===== config.mk =====
export PLATFORM = sky130hd
export DESIGN_NAME = divisor4_seq_ctrl
export DESIGN_NICKNAME = d
export VERILOG_FILES = /design/src/rtl/divisor4_seq_ctrl.sv
export SDC_FILE = /design/constraint.sdc
export NUM_CORES = 1
export LEC_CHECK = 0
export CORE_MARGIN = 1
export CORE_UTILIZATION = 52
export CTS_CLUSTER_SIZE = 25
export DETAILED_ROUTE_END_ITERATION = 16
export PLACE_DENSITY_LB_ADDON = 0.1
export SETUP_SLACK_MARGIN = 0.15
export SLEW_MARGIN = 20
export SYNTH_ARGS = -nofsm -noshare
export SYNTH_HDL_FRONTEND = slang
export SYNTH_SLANG_ARGS = --single-unit

===== constraint.sdc =====
create_clock -name clk -period 2.3 [get_ports clk]
set_input_delay 0.46 -clock clk [delete_from_list [all_inputs] [get_ports clk]]
set_output_delay 0.46 -clock clk [all_outputs]
set_load 0.05 [all_outputs]

===== src/rtl/divisor4_seq_ctrl.sv =====
// Sequential restoring divider: one shared subtract/compare stage, one quotient bit per clock.
// start accepted only in IDLE (ignored while busy); done pulses WIDTH+1 cycles after the accepting edge, 1 for B==0.
module divisor4_seq_ctrl #(
  parameter int WIDTH = 4
) (
  input  logic             clk,
  input  logic             rst,
  input  logic             start,
  input  logic [WIDTH-1:0] A,
  input  logic [WIDTH-1:0] B,
  output logic             busy,
  output logic             done,
  output logic [WIDTH-1:0] Q,
  output logic [WIDTH-1:0] R,
  output logic             ERR
);

  localparam logic [1:0] IDLE = 2'd0;
  localparam logic [1:0] CALC = 2'd1;
  localparam logic [1:0] DONE = 2'd2;
  localparam int CW = $clog2(WIDTH + 1);

  logic [1:0]       state;
  logic [WIDTH-1:0] dvd;
  logic [WIDTH-1:0] dvs;
  logic [WIDTH:0]   rem;
  logic [CW-1:0]    cnt;

  logic [WIDTH+1:0] ext;
  logic [WIDTH+1:0] diff;
  logic             qbit;
  logic [WIDTH:0]   rem_nxt;
  logic [WIDTH-1:0] quo_nxt;
  logic             last;

  // rem never exceeds the divisor, so its top bit is always zero and ext equals the
  // WIDTH+1-bit shifted value; the extra bit of diff is the borrow.
  always_comb begin
    ext     = {rem, dvd[WIDTH-1]};
    diff    = ext - {2'b00, dvs};
    qbit    = ~diff[WIDTH+1];
    rem_nxt = qbit ? diff[WIDTH:0] : ext[WIDTH:0];
    quo_nxt = {dvd[WIDTH-2:0], qbit};
    last    = (cnt == CW'(WIDTH - 1));
  end

  assign busy = (state != IDLE);
  assign done = (state == DONE);

  // Quotient bits enter the dividend register from the LSB as its bits are consumed.
  always_ff @(posedge clk or posedge rst) begin
    if (rst) begin
      state <= IDLE;
      dvd   <= '0;
      dvs   <= '0;
      rem   <= '0;
      cnt   <= '0;
      Q     <= '0;
      R     <= '0;
      ERR   <= 1'b0;
    end else begin
      case (state)
        IDLE: begin
          if (start) begin
            if (B != '0) begin
              dvd   <= A;
              dvs   <= B;
              rem   <= '0;
              cnt   <= '0;
              state <= CALC;
            end else begin
              Q     <= '0;
              R     <= '0;
              ERR   <= 1'b1;
              state <= DONE;
            end
          end
        end
        CALC: begin
          dvd <= quo_nxt;
          rem <= rem_nxt;
          cnt <= cnt + 1'b1;
          if (last) begin
            Q     <= quo_nxt;
            R     <= rem_nxt[WIDTH-1:0];
            ERR   <= 1'b0;
            state <= DONE;
          end
        end
        DONE:    state <= IDLE;
        default: state <= IDLE;
      endcase
    end
  end

endmodule


==> results by group <==
Clock network
  – H-tree depth: 1
  – TritonCTS clock tree: done
  – CTS Buf Count: 3
  – Clock sinks: 27
  – CTS clk-pin slew, worst paths: 0.14 ns
  – Hold Buf Count CTS: 0
  – Worst skew pair latency: 0.31 ns
  – CTS Buffer Depth: 2
  – Root buffer cell: clkbuf_4

Timing
  – Fin. Hold Viols: 0
  – Worst Skew: 0.00484 ns
  – Max Slew Vio Count: 0
  – RSZ-0062 raised after global routing: true
  – Setup TNS Final: 0 ns
  – Final Setup Violations: 0
  – Setup WS post-layout: 0.230 ns
  – Final period util: 90.0%
  – Worst hold margin: 0.483 ns
  – Relative slew slack: 66.4%
  – Fmax achieved: 0.483 GHz
  – Fin crit period: 2.07 ns
  – Worst slew pin tran: 0.503 ns

Die
  – Chip Height: 53.7 um
  – DIE WIDTH: 53.7 um
  – Num ports: 22
  – Cell Rows: 18
  – Initial Utilization: 55.6%
  – Die area: 2880 um2
  – Core Footprint: 2500 um2

Synth
  – Register area share after synthesis: 48.6%
  – Cell Area, Synth: 1390 um2
  – Top_reg_cell synth: dfrtp_1
  – Commonest cells in the netlist: 27 x dfrtp_1, 27 x nand2_1, 14 x o21ai_0
  – Asr flop ratio synth: 100%
  – Number of enable flip-flop cells after synthesis: 0
  – Syn avg cell area: 10.2 um2
  – YS warnings: 0
  – Unique masters post-synth: 40
  – Leading area contributor after synthesis: dfrtp_1
  – Register bit total from synthesis: 27
  – Syn nets: 154
  – Top-area cell type share of the netlist area: 48.6%
  – Cells after synthesis: 136
  – Synth area leaders: dfrtp_1 49%, nand2_1 7.3%, ha_1 5.4%

Detailed routing
  – Total iterations of the first detailed-routing run: 4
  – Routed Antenna Nets: 0
  – Residual DRC: 0
  – Vias: 1,039
  – WL final: 2.72 mm
  – Routed vias/inst: 5.41
  – Wire per inst: 14.1 um
  – Detailed router's first-iteration violation count: 15

Finish
  – Filler cell count: 204
  – Final #Nets: 181
  – Synth-to-layout area growth: 20.2%
  – Share of layout cells above drive strength 1: 14.8%
  – Ant. Diodes: 0

Critical path
  – Critical path's slowest cell: dfrtp_1
  – R2R Setup Slk: 0.23 ns
  – WP buf/inv: 0
  – CP Launch Type: flop
  – CP endpoint kind: flop
  – Critical path cell sequence: ha_1 -> nor2b_1 -> o31a_2 -> o211ai_4 -> mux2_2 -> o21ai_0
  – Max incr delay on CP: 0.45 ns
  – Critical path type: reg -> reg
  – R2R Path Start: rem[0]$_DFFE_PP0P_
  – Reg2reg end: rem[0]$_DFFE_PP0P_
  – Delay-heaviest family, CP: compound AO/OA/AOI/OAI gates
  – Reg2Reg Depth: 6
  – Worst Path Arrival: 2.31 ns
  – WP data required: 2.54 ns
  – Crit-path max FO: 5

Global route
  – Total track usage: 21.7%
  – Largest net degree at the start of global routing: 28
  – First-pass GRT wire length: 4.43 mm
  – Vias in the first global route: 990
  – Grt ovf: 0
  – Initial antenna violation count: 0

Place
  – Post-place setup slack: 0.0853 ns
  – Final HPWL DP: 2.07 mm
  – RePlAce Congestion: 0.763
  – Port Buf Inserts: 21

Min path
  – Min-delay worst type: in -> async

Status
  – Status: completed

Run
  – Max-cap violations: 0
per-stage QoR:
stage | utilization [%] | cells | cell area [um2]
6_report | 66.8 | 192 | 1670
5_1_grt | 66.8 | 192 | 1670
4_1_cts | 66.5 | 191 | 1660
3_5_place_dp | 64.9 | 185 | 1620
3_3_place_gp | 64.9 | 185 | 1620
2_1_floorplan | - | 136 | 1390
sequential cells by signal, summed over array words and instances, names as in the netlist:
register and count:
rem 5, cnt 3, state 2, dvs 4, dvd 4, ERR 1, Q 4, R 4
how the worst max path moves through the flow:
stage	start	end	slack, ns	cells past startpoint
global route	dvd[3]$_DFFE_PP0P_	rem[4]$_DFFE_PP0P_	0.15	9
finish	rem[0]$_DFFE_PP0P_	rem[0]$_DFFE_PP0P_	0.23	6
CTS	dvs[1]$_DFFE_PP0P_	rem[0]$_DFFE_PP0P_	0.16	7
floorplan	dvs[1]$_DFFE_PP0P_	rem[0]$_DFFE_PP0P_	0.40	7
global placement	B[0]	R[2]$_DFFE_PP0P_	0.16	5
detailed placement	B[0]	Q[0]$_DFFE_PP0P_	0.09	5
timing repair:
item / in CTS / in global routing
setup buffers: 2 / 1
setup endpoints to repair: 3 / 5
gates resized for setup: 2 / 2
pin swaps: 1 / 1
layout by cell type (no fill, tap or decap), types with 2 or more instances in the layout:
cell type / count
nand2_1: 27
mux2i_1: 2
mux2_4: 2
inv_2: 2
clkbuf_4: 3
dlygate4sd2_1: 2
nor2b_1: 3
a22o_1: 2
clkdlybuf4s50_1: 19
o21a_1: 3
o2111ai_1: 2
inv_1: 7
buf_4: 6
o21ai_0: 13
dfrtp_1: 27
a31oi_1: 3
a21oi_1: 3
nor2_1: 5
mux2_2: 2
ha_1: 6
cell type report:
class	count	area (um2)	area share (%)
multi-input cells	95	643	38.5
clock buffers	4	26.3	1.57
inverters	9	33.8	2.02
repair buffers	27	253	15.1
flip-flops and latches	27	676	40.5
well taps	30	37.5	2.25
tightest hold or removal path: stages:
cell	delay (ns)
clkdlybuf4s50_1	0.40
inv_1	0.05
buf_4	0.31
cell families after synthesis:
kind of cell	after synthesis	share of synthesized area [%]
adder cells (fa/ha/maj)	7	6.85
multiplexers	6	5.23
AND/OR/NAND/NOR	44	15.0
flip-flops	27	48.6
buffers and inverters	14	5.04
AO/OA/AOI/OAI	36	18.0
XOR/XNOR	2	1.26
layer usage:
layer,up-vias,global-route usage [%],routed length [um]
met4,0,5.26,0
met1,511,28.3,1330
li1,521,-,-
met3,0,3.95,59
met2,7,36.8,1330
met5,-,0,0
Power is left out: the tool's default activity adds up to more than one toggle a clock period on the data nets, which glitch-free logic cannot reach.
